**src/rtl/fetch_unit.sv**
```systemverilog
// Instruction-fetch front end: owns the fetch PC, issues credit-limited in-order
// requests to instruction memory and buffers responses for decode.

module fetch_unit_chk #(
  parameter int DEPTH = 4,
  parameter int CW    = 3
) (
  input logic          clk_i,
  input logic          rst_i,
  input logic          push_i,
  input logic          pop_i,
  input logic [CW-1:0] count_i,
  input logic [CW-1:0] pending_i,
  input logic [CW-1:0] tcount_i
);
  // FIFO must never overflow; live tags can never exceed outstanding requests
  always_ff @(posedge clk_i) begin
    if (!rst_i) begin
      assert (!(push_i && !pop_i && (count_i == CW'(DEPTH))));
      assert (tcount_i <= pending_i);
    end
  end
endmodule

module fetch_unit #(
  parameter int              XLEN     = 32,
  parameter logic [XLEN-1:0] RESET_PC = 32'h0000_0000,
  parameter int              DEPTH    = 4
) (
  input  logic            clk,
  input  logic            rst,
  output logic            imem_req_valid,
  input  logic            imem_req_ready,
  output logic [XLEN-1:0] imem_req_addr,
  input  logic            imem_rsp_valid,
  input  logic [XLEN-1:0] imem_rsp_data,
  input  logic            redirect_valid,
  input  logic [XLEN-1:0] redirect_pc,
  input  logic            halt_fetch,
  output logic            if_valid,
  input  logic            if_ready,
  output logic [XLEN-1:0] if_instr,
  output logic [XLEN-1:0] if_pc,
  output logic            idle
);
  localparam int AW = $clog2(DEPTH);
  localparam int CW = AW + 1;

  logic [XLEN-1:0] fetch_pc_q, fetch_pc_d;
  logic [CW-1:0]   pending_q, pending_d;
  logic [CW-1:0]   drop_q, drop_d;
  logic [CW-1:0]   count_q, count_d;
  logic [CW-1:0]   tcount_q, tcount_d;
  logic [AW-1:0]   wptr_q, wptr_d, rptr_q, rptr_d;
  logic [AW-1:0]   twptr_q, twptr_d, trptr_q, trptr_d;

  logic [XLEN-1:0] fifo_instr_q [DEPTH];
  logic [XLEN-1:0] fifo_pc_q    [DEPTH];
  logic [XLEN-1:0] tag_q        [DEPTH];

  logic credit_ok_s;
  logic req_fire_s;
  logic rsp_fire_s;
  logic rsp_keep_s;
  logic push_s;
  logic pop_s;
  logic redirect_lsb_unused;

  assign redirect_lsb_unused = ^redirect_pc[1:0];

  // A response seen with nothing outstanding is a leftover from before reset
  assign credit_ok_s    = ({1'b0, pending_q} + {1'b0, count_q}) < (CW+1)'(DEPTH);
  assign imem_req_valid = !rst && !halt_fetch && !redirect_valid && credit_ok_s;
  assign imem_req_addr  = fetch_pc_q;
  assign req_fire_s     = imem_req_valid && imem_req_ready;
  assign rsp_fire_s     = imem_rsp_valid && (pending_q != '0);
  assign rsp_keep_s     = rsp_fire_s && !redirect_valid && (drop_q == '0);
  assign push_s         = rsp_keep_s;
  assign pop_s          = if_valid && if_ready && !redirect_valid;

  assign if_valid = (count_q != '0);
  assign if_instr = if_valid ? fifo_instr_q[rptr_q] : '0;
  assign if_pc    = if_valid ? fifo_pc_q[rptr_q]    : '0;
  assign idle     = (pending_q == '0) && (count_q == '0);

  // Next-state: redirect flushes both queues and converts in-flight requests into drops
  always_comb begin
    fetch_pc_d = fetch_pc_q;
    drop_d     = drop_q;
    wptr_d     = wptr_q;
    rptr_d     = rptr_q;
    count_d    = count_q;
    twptr_d    = twptr_q;
    trptr_d    = trptr_q;
    tcount_d   = tcount_q;
    pending_d  = pending_q + CW'(req_fire_s) - CW'(rsp_fire_s);
    if (redirect_valid) begin
      fetch_pc_d = {redirect_pc[XLEN-1:2], 2'b00};
      drop_d     = pending_q - CW'(rsp_fire_s);
      wptr_d     = '0;
      rptr_d     = '0;
      count_d    = '0;
      twptr_d    = '0;
      trptr_d    = '0;
      tcount_d   = '0;
    end else begin
      if (req_fire_s) begin
        fetch_pc_d = fetch_pc_q + XLEN'(4);
      end else begin
        fetch_pc_d = fetch_pc_q;
      end
      if (rsp_fire_s && (drop_q != '0)) begin
        drop_d = drop_q - CW'(1);
      end else begin
        drop_d = drop_q;
      end
      wptr_d   = wptr_q + AW'(push_s);
      rptr_d   = rptr_q + AW'(pop_s);
      count_d  = count_q + CW'(push_s) - CW'(pop_s);
      // Dropped responses never had a live tag, so only kept ones pop the tag queue
      twptr_d  = twptr_q + AW'(req_fire_s);
      trptr_d  = trptr_q + AW'(rsp_keep_s);
      tcount_d = tcount_q + CW'(req_fire_s) - CW'(rsp_keep_s);
    end
  end

  // Control state register
  always_ff @(posedge clk) begin
    if (rst) begin
      fetch_pc_q <= RESET_PC;
      pending_q  <= '0;
      drop_q     <= '0;
      count_q    <= '0;
      tcount_q   <= '0;
      wptr_q     <= '0;
      rptr_q     <= '0;
      twptr_q    <= '0;
      trptr_q    <= '0;
    end else begin
      fetch_pc_q <= fetch_pc_d;
      pending_q  <= pending_d;
      drop_q     <= drop_d;
      count_q    <= count_d;
      tcount_q   <= tcount_d;
      wptr_q     <= wptr_d;
      rptr_q     <= rptr_d;
      twptr_q    <= twptr_d;
      trptr_q    <= trptr_d;
    end
  end

  // Data storage; contents are only observed through valid pointers
  always_ff @(posedge clk) begin
    if (push_s) begin
      fifo_instr_q[wptr_q] <= imem_rsp_data;
      fifo_pc_q[wptr_q]    <= tag_q[trptr_q];
    end
    if (req_fire_s) begin
      tag_q[twptr_q] <= fetch_pc_q;
    end
  end

  fetch_unit_chk #(.DEPTH(DEPTH), .CW(CW)) u_chk (
    .clk_i     (clk),
    .rst_i     (rst),
    .push_i    (push_s),
    .pop_i     (pop_s),
    .count_i   (count_q),
    .pending_i (pending_q),
    .tcount_i  (tcount_q)
  );
endmodule

```
**config.mk**
```make
export PLATFORM = sky130hd
export DESIGN_NAME = fetch_unit
export DESIGN_NICKNAME = d
export VERILOG_FILES = /design/src/rtl/fetch_unit.sv
export SDC_FILE = /design/constraint.sdc
export NUM_CORES = 1
export LEC_CHECK = 0
export ABC_AREA = 1
export BUFFER_PORTS_ARGS = -buffer_cell sky130_fd_sc_hd__buf_2
export CAP_MARGIN = 10
export CORE_AREA = 8 8 189 191
export CTS_CLUSTER_SIZE = 10
export DETAILED_ROUTE_END_ITERATION = 10
export DIE_AREA = 0 0 197 199
export PLACE_DENSITY = 0.86
export RECOVER_POWER = 25
export SYNTH_ARGS = -nofsm -noshare
export SYNTH_HDL_FRONTEND = slang
export SYNTH_SLANG_ARGS = --single-unit
```
**constraint.sdc**
```tcl
create_clock -name clk -period 5.6 [get_ports clk]
set_input_delay 0.28 -clock clk [delete_from_list [all_inputs] [get_ports clk]]
set_output_delay 0.28 -clock clk [all_outputs]
set_load 0.01 [all_outputs]
```
* Word-level counts from Yosys, hierarchy flattened
Memory sizes are Yosys's and may differ from the RTL's. A register that Yosys moved wholly into a read port is not among the register bits. Index checks and enable logic that the tools add are counted.
Storage, ports and cells: flip-flop bits (word level) 49, bits in writable memories 384, input bits 71, logic and storage cells 61, memories 3
Cells by class: add/sub/neg operators 12, $lt $le $gt $ge 1, mux-type cells 13, reduce and logical (&&, ||, !) cells 23
Memory list:
- fifo_instr_q | words 4, bits a word 32, rd ports 1, clocked after Yosys merged registers in 1, write ports 1, line 57 | logic [XLEN-1:0] fifo_instr_q [DEPTH];
- fifo_pc_q | words 4, bits a word 32, rd ports 1, clocked after Yosys merged registers in 1, write ports 1, line 58 | logic [XLEN-1:0] fifo_pc_q [DEPTH];
- tag_q | words 4, bits a word 32, rd ports 1, clocked after Yosys merged registers in 1, write ports 1, line 59 | logic [XLEN-1:0] tag_q [DEPTH];
Operator list (number):
- 32-bit two-way mux | 4
- 32-bit by 3-bit adder with 32-bit output (second input constant) | 1
- 1-bit logical AND | 11
- 3-bit zero test | 3
- 3-bit nonzero test | 3
- 3-bit by 1-bit subtractor with 3-bit output | 3
- 2-bit by 1-bit adder with 2-bit output | 4
- 3-bit by 1-bit adder with 3-bit output | 2
- 2-bit two-way mux | 3
- 3-bit two-way mux | 2
- 3-bit by 3-bit adder with 4-bit output | 1
- 4-bit by 3-bit less-than comparator with 1-bit output (second input constant) | 1
- 1-bit two-way mux | 4
- 2-bit nonzero test | 2
- 1-bit zero test | 3
- 3-bit by 1-bit subtractor with 3-bit output (second input constant) | 1
- 2-bit OR reduction | 1

* Depth between registers and ports, before layout
Gate-level depths: netlist (run 1).
depth after elaboration 7, mapped depth 13, depth with buffers taken out 13

* Worst setup path before layout (run 1)
Ideal clock, no wire load.
path type reg-to-reg, from register drop_q[0], to memory fifo_instr_q[0][0] (enable), arrival time 5145 ps, required time 5041 ps, setup slack -104 ps, cell stages (with the launch flop) 8, cell sequence dfxtp_1 inv_1 ha_1 inv_1 nor3_1 and3_1 inv_1 nor3_1
On the way: longest elaborated chain between the ends 4
RTL lines:
- start, declared | line 51 | logic [CW-1:0] drop_q, drop_d;
- start signal, assigned | line 142 | drop_q <= drop_d;
- 3-bit zero test | line 77 | assign rsp_keep_s = rsp_fire_s && !redirect_valid && (drop_q == '0);
- 1-bit logical AND | line 77
- 1-bit two-way mux | line 154 | if (push_s) begin
- 1-bit two-way mux (not written as such) | line 155 | fifo_instr_q[wptr_q] <= imem_rsp_data;
- end, declared | line 57
No other way between the ends.

==> results by group, run 1 <==
STA
  – Hold slack: 0.0117 ns
  – Final Hold Vio Count: 0
  – Period Utilization, post-route: 0.577
  – Final Max Slew Viols: 0
  – Slew at the pin closest to its max-slew limit: 1.16 ns
  – Rel. slew slack: 0.227
  – RSZ-0062 raised after global routing: false
  – # setup viols final: 0
  – Fmax: 309 MHz
  – Post-Route Skew: 0.0180 ns
  – Final min period: 3.23 ns

Place
  – HPWL after DPL: 23100 microns
  – Port Buffers: 163
  – Placer Congestion: 0.927
  – DP Area: 18300 sq um
  – Cell count after placement: 2077

Global routing
  – Busiest metal layer after global routing: met2
  – GRT overflow: 0
  – Met1 usage: 0.254
  – Vias in the first global route: 12200
  – Initial antenna violation count: 0
  – Met2 track demand over resource: 0.347
  – Total GRT Usage: 0.205
  – First-pass GRT wire length: 64000 microns
  – Largest net degree at the start of global routing: 106
  – Grt met3 use: 0.0447

Finish
  – Layout cells sized above 1: 0.133
  – Final net count: 1800
  – Most frequent cells in the layout: nor2_1, edfxtp_1, o21ai_0, nand2_1, buf_2
  – Post-Layout Cell Count: 2187
  – ANT cells: 0
  – Commonest non-fill, non-tap cell in the layout: nor2_1
  – Fin area: 20000 sq um
  – P&R area growth vs syn: 16.6%

Floorplanning
  – Total die area: 39200 sq um
  – # IOs: 170
  – Core Area: 32900 sq um
  – Site row count: 67
  – DIE HEIGHT: 199 microns
  – Starting Density: 0.521
  – Die width: 197 microns

Power
  – Overall power: 6.83 mW
  – Lkg Pwr: 7.28 nW
  – Peak supply drop: 0.000224 V
  – Cell Pwr Density: 342 nW/um^2

Worst setup path
  – Crit path launch type: register
  – CP Data Required Time: 5.32 ns
  – CP max FO: 65
  – Worst setup path category: reg -> out
  – CP Capture Type: output pin
  – CP arrival: 2.95 ns

Yosys
  – Syn Inst Count: 1530
  – Synthesis warning total: 0
  – Cell variety after synth: 37
  – Average cell area after synthesis: 11.2 sq um
  – Yosys reg bits: 415
  – Syn Std Cell Area: 17100 sq um
  – Sequential share of the synthesized area: 0.700

Status
  – Outcome: complete, no violations

Route
  – Detail Route Antenna Nets: 0
  – Initial DRC Count: 782
  – Via/cell ratio: 5.46
  – WL/cell: 18.6 microns
  – WL final: 40700 microns
  – DR pass1 iterations: 5
  – Drc violations: 0
  – Routed vias: 11900

Clock network
  – CTS tree: yes
  – Insertion delay to the later sink of the worst-skew pair: 0.56 ns
  – Maximum clock path buffer count: 3
  – CTS sink cnt: 415
  – TritonCTS Buffers: 48
  – Clk slew on worst S/H paths: 0.06 ns
  – Post_cts resized: 0
  – Post-CTS setup buffer count: 0
  – Clock root cell: clkbuf_16
  – H-tree Lvls: 2

Job
  – Max cap viols: 0

Min path
  – Min-delay worst type: in -> reg
metal layers:
| metal | up-vias | routed length (microns) |
|---|---|---|
| li1 | 5654 | - |
| met1 | 5695 | 16700 |
| met2 | 508 | 19600 |
| met3 | 81 | 3220 |
| met4 | 0 | 1190 |
| met5 | - | 0 |
state kept, by name, indices dropped and copies added (netlist names):
signal,count
rptr_q,2
trptr_q,2
count_q,3
pending_q,3
drop_q,3
imem_req_addr,30
fifo_instr_q,128
wptr_q,2
twptr_q,2
fifo_pc_q,120
tag_q,120
cell usage after synthesis (all sizes together):
cell	count	area (sq um)
o21ai	210	1050
nand2	138	531
nand4	2	12.5
xor2	9	78.8
dfxtp	47	941
a21oi	80	404
edfxtp	368	11100
xnor2	8	70.1
and3	1	6.26
a22oi	1	7.51
conb	1	3.75
clkbuf	55	206
a31oi	3	18.8
a211oi	1	12.5
inv	91	342
o22ai	30	188
o211ai	5	47.5
and2	3	18.8
nand3	39	205
buf	28	163
nor3	12	76.3
ha	15	188
nor2	381	1470
fa	2	40.0
kinds of logic (layout without fill, tap and decap cells):
group / count (synthesis) / after routing / share of synthesized area
and+or+nand+nor: 576 / 576 / 0.135
xor gates and xnor gates: 17 / 17 / 0.00869
AOI/OAI and AO/OA: 330 / 330 / 0.101
DFF: 415 / 415 / 0.700
adders and majority gates: 17 / 17 / 0.0133
buffers and inverters: 174 / 380 / 0.0415
other: 1 / 4 / 0.000219
metrics by stage:
step	util	TNS, ns	setup slack [ns]
after floorplan	-	-25.78	-0.104
after global placement	0.557	0	2.89
after detailed placement	0.557	0	2.85
after CTS	0.609	0	2.38
after global routing	0.608	0	2.14
final	0.608	0	2.37
layout make-up:
| class | instances | area [sq um] |
|---|---|---|
| Clock buffer | 72 | 1290 |
| Multi-Input combinational cell | 944 | 4480 |
| Sequential cell | 415 | 12000 |
| Inverter | 91 | 342 |
| Tap cell | 448 | 561 |
| Clock inverter | 5 | 63.8 |
| Fill cell | 2494 | 12900 |
| Timing Repair Buffer | 212 | 1230 |
power by group:
part	total [mW]	internal (mW)	switching, mW
clock network	2.75	1.62	1.13
registers	3.56	3.49	0.0725
logic	0.527	0.179	0.348
total	6.83	5.28	1.55
critical path, cell delays in order, from the launching register on:
cell,delay (ns)
dfxtp_4,0.43
inv_2,0.71
buf_4,0.60
o21ai_0,0.23
a21oi_1,0.21
buf_2,0.17
what timing repair did:
item,CTS,global route
hold endpoints to repair,129,0
hold buffers,33,0
endpoints found under the setup margin,0,0
worst paths after layout:
kind	startpoint	slack [ns]	cells past startpoint	end
max	rptr_q[0]$_SDFF_PP0_	2.37	5	if_instr[0]
min reg2reg	drop_q[1]$_SDFFE_PP0P_	0.49	2	drop_q[1]$_SDFFE_PP0P_
min	redirect_pc[30]	0.01	5	imem_req_addr[30]$_SDFFE_PP0P_
max reg2reg	count_q[2]$_SDFF_PP0_	2.83	10	count_q[2]$_SDFF_PP0_
(Power assumes the default switching activity.)
==> inputs of run 2 (changes only) <==
CORE_AREA = 8 8 180 182   (was 8 8 189 191)
DIE_AREA = 0 0 188 190   (was 0 0 197 199)
PLACE_DENSITY = 0.9   (was 0.86)
clock period = 3.1 ns   (was 5.6 ns; I/O delays follow)
==> run 2 against run 1 <==
Compared with the run above:
- hold slack gained 0.014 ns
- core utilization grew 8.4 points
- die area shrank 8.9%
- combinational power grew 97%
- critical endpoint is now if_instr[31]
- critical path depth grew 1
- non-clock buffer count grew 41
==> results by group, run 2 (synthesized netlist as in run 1, its figures left out) <==
Status
  – Outcome: complete, no violations

Global routing
  – GRT overflow: 0
  – Initial antenna violation count: 0
  – First-pass GRT wire length: 67400 microns
  – Total GRT Usage: 0.236
  – Largest net degree at the start of global routing: 70
  – Vias in the first global route: 12900

Place
  – Port Buffers: 163
  – Cell count after placement: 2034
  – HPWL after DPL: 24500 microns
  – Placer Congestion: 0.906
  – DP Area: 18500 sq um

Worst setup path
  – CP Capture Type: output pin
  – CP delay by family, top: flip-flops
  – CP max FO: 47
  – CP arrival: 2.65 ns
  – CP cell instances: buf_4, nor2_1, nor2_1, o21ai_0, a21oi_1, buf_2
  – Max incr delay on CP: 0.71 ns
  – Worst path depth: 6
  – R2r setup slk: 0.44 ns
  – CP Data Required Time: 2.94 ns
  – Worst r2r src: drop_q[0]$_SDFFE_PP0P_
  – Worst setup startpoint: rptr_q[0]$_SDFF_PP0_
  – CP bufs+invs: 2
  – Crit path launch type: register
  – Worst setup path category: reg -> out
  – FF-to-FF End: count_q[2]$_SDFF_PP0_
  – CP max-delay cell: dfxtp_4
  – Cell mode on critical path: nor2_1
  – Worst reg2reg path depth: 13

STA
  – # setup viols final: 0
  – RSZ-0062 raised after global routing: false
  – Post-Route Skew: 0.0359 ns
  – Final Hold Vio Count: 0
  – Fmax: 356 MHz
  – Rel. slew slack: 0.349
  – Final Max Slew Viols: 0
  – Final min period: 2.81 ns
  – Period Utilization, post-route: 0.906
  – Hold slack: 0.0261 ns
  – Slew at the pin closest to its max-slew limit: 0.975 ns

Clock network
  – Insertion delay to the later sink of the worst-skew pair: 0.56 ns
  – TritonCTS Buffers: 47
  – Post_cts resized: 0
  – Clk slew on worst S/H paths: 0.05 ns
  – CTS tree: yes
  – Clock root cell: clkbuf_16
  – Maximum clock path buffer count: 3
  – CTS sink cnt: 415
  – H-tree Lvls: 2

Power
  – Lkg Pwr: 7.48 nW
  – Peak supply drop: 0.000465 V
  – Cell Pwr Density: 603 nW/um^2

Finish
  – Layout cells sized above 1: 0.139
  – ANT cells: 0
  – Fin area: 20300 sq um
  – Largest register FFs: 128
  – Largest regs: fifo_instr_q: 128 flops, fifo_pc_q: 120 flops, tag_q: 120 flops
  – P&R area growth vs syn: 18.7%
  – Final net count: 1840
  – Commonest non-fill, non-tap cell in the layout: nor2_1
  – Most frequent cells in the layout: nor2_1, edfxtp_1, o21ai_0, nand2_1, buf_2
  – Post-Layout Cell Count: 2160
  – Top reg by flops: fifo_instr_q
  – Core Util, Final: 0.691

Route
  – Via/cell ratio: 5.91
  – Drc violations: 0
  – Detail Route Antenna Nets: 0
  – DR pass1 iterations: 6
  – WL/cell: 19.9 microns
  – WL final: 43000 microns
  – Routed vias: 12800
  – Initial DRC Count: 1184

Floorplanning
  – DIE HEIGHT: 190 microns
  – # IOs: 170
  – Site row count: 63
  – Starting Density: 0.583
  – Core Area: 29400 sq um
  – Die width: 188 microns
  – Total die area: 35700 sq um

Job
  – Max cap viols: 0

Min path
  – HP Start: redirect_valid
  – Worst hold path depth: 3
  – Hold endpoint: imem_req_addr[6]$_SDFFE_PP0P_
  – Min-delay worst type: in -> reg
-- run 2: changes by cell type in the layout (fill, tap and decap cells not counted), moves of 6 or more --
cell / change
nor3_2: -8
dlygate4sd3_1: +26
buf_12: +6
clkbuf_1: -8
nor3_4: +8
buf_4: +9
-- run 2: metal layers --
layer | up-vias | wire (microns) | GRT usage
met5 | - | 0 | 0
met2 | 861 | 21400 | 0.408
met1 | 6068 | 15900 | 0.287
li1 | 5722 | - | -
met4 | 0 | 1030 | 0.0882
met3 | 105 | 4640 | 0.0525
-- run 2: metrics by stage --
| step | setup TNS [ns] | worst slack [ns] | power [mW] |
|---|---|---|---|
| floorplan | -179.84 | -0.725 | 7.09 |
| global placement | 0 | 0.638 | 7.41 |
| detailed placement | 0 | 0.550 | 7.48 |
| CTS | 0 | 0.394 | 12.3 |
| global route | 0 | 0.156 | 12.6 |
| finish | 0 | 0.290 | 12.3 |
-- run 2: report_power, final --
part / switching [mW] / internal (mW)
registers: 0.138 / 6.29
clock network: 1.99 / 2.80
logic: 0.673 / 0.362
total: 2.80 / 9.45
-- run 2: cell type report --
type	instances	area, sq um
repair buffers	253	1670
inverters	91	342
clock buffers	64	1260
well taps	390	488
multi-input cells	944	4530
flip-flops and latches	415	12000
clock inverters	3	30.0
fillers	1889	9080
-- run 2: worst max path at each step --
stage | to | slack, ns
2_1_floorplan | fifo_instr_q[0][0]$_DFFE_PP_ | -0.73
3_3_place_gp | count_q[2]$_SDFF_PP0_ | 0.64
3_5_place_dp | count_q[2]$_SDFF_PP0_ | 0.55
4_1_cts | if_pc[17] | 0.39
5_1_grt | if_instr[0] | 0.16
6_report | if_instr[31] | 0.29
-- run 2: timing repair --
item | CTS | global route
setup buffers | 0 | 0
endpoints found under the hold margin | 154 | 0
hold buffers | 59 | 0
-- run 2: tightest hold or removal path, stage by stage --
cell	delay (ns)
buf_2	0.19
nand2_1	0.10
a31oi_1	0.07
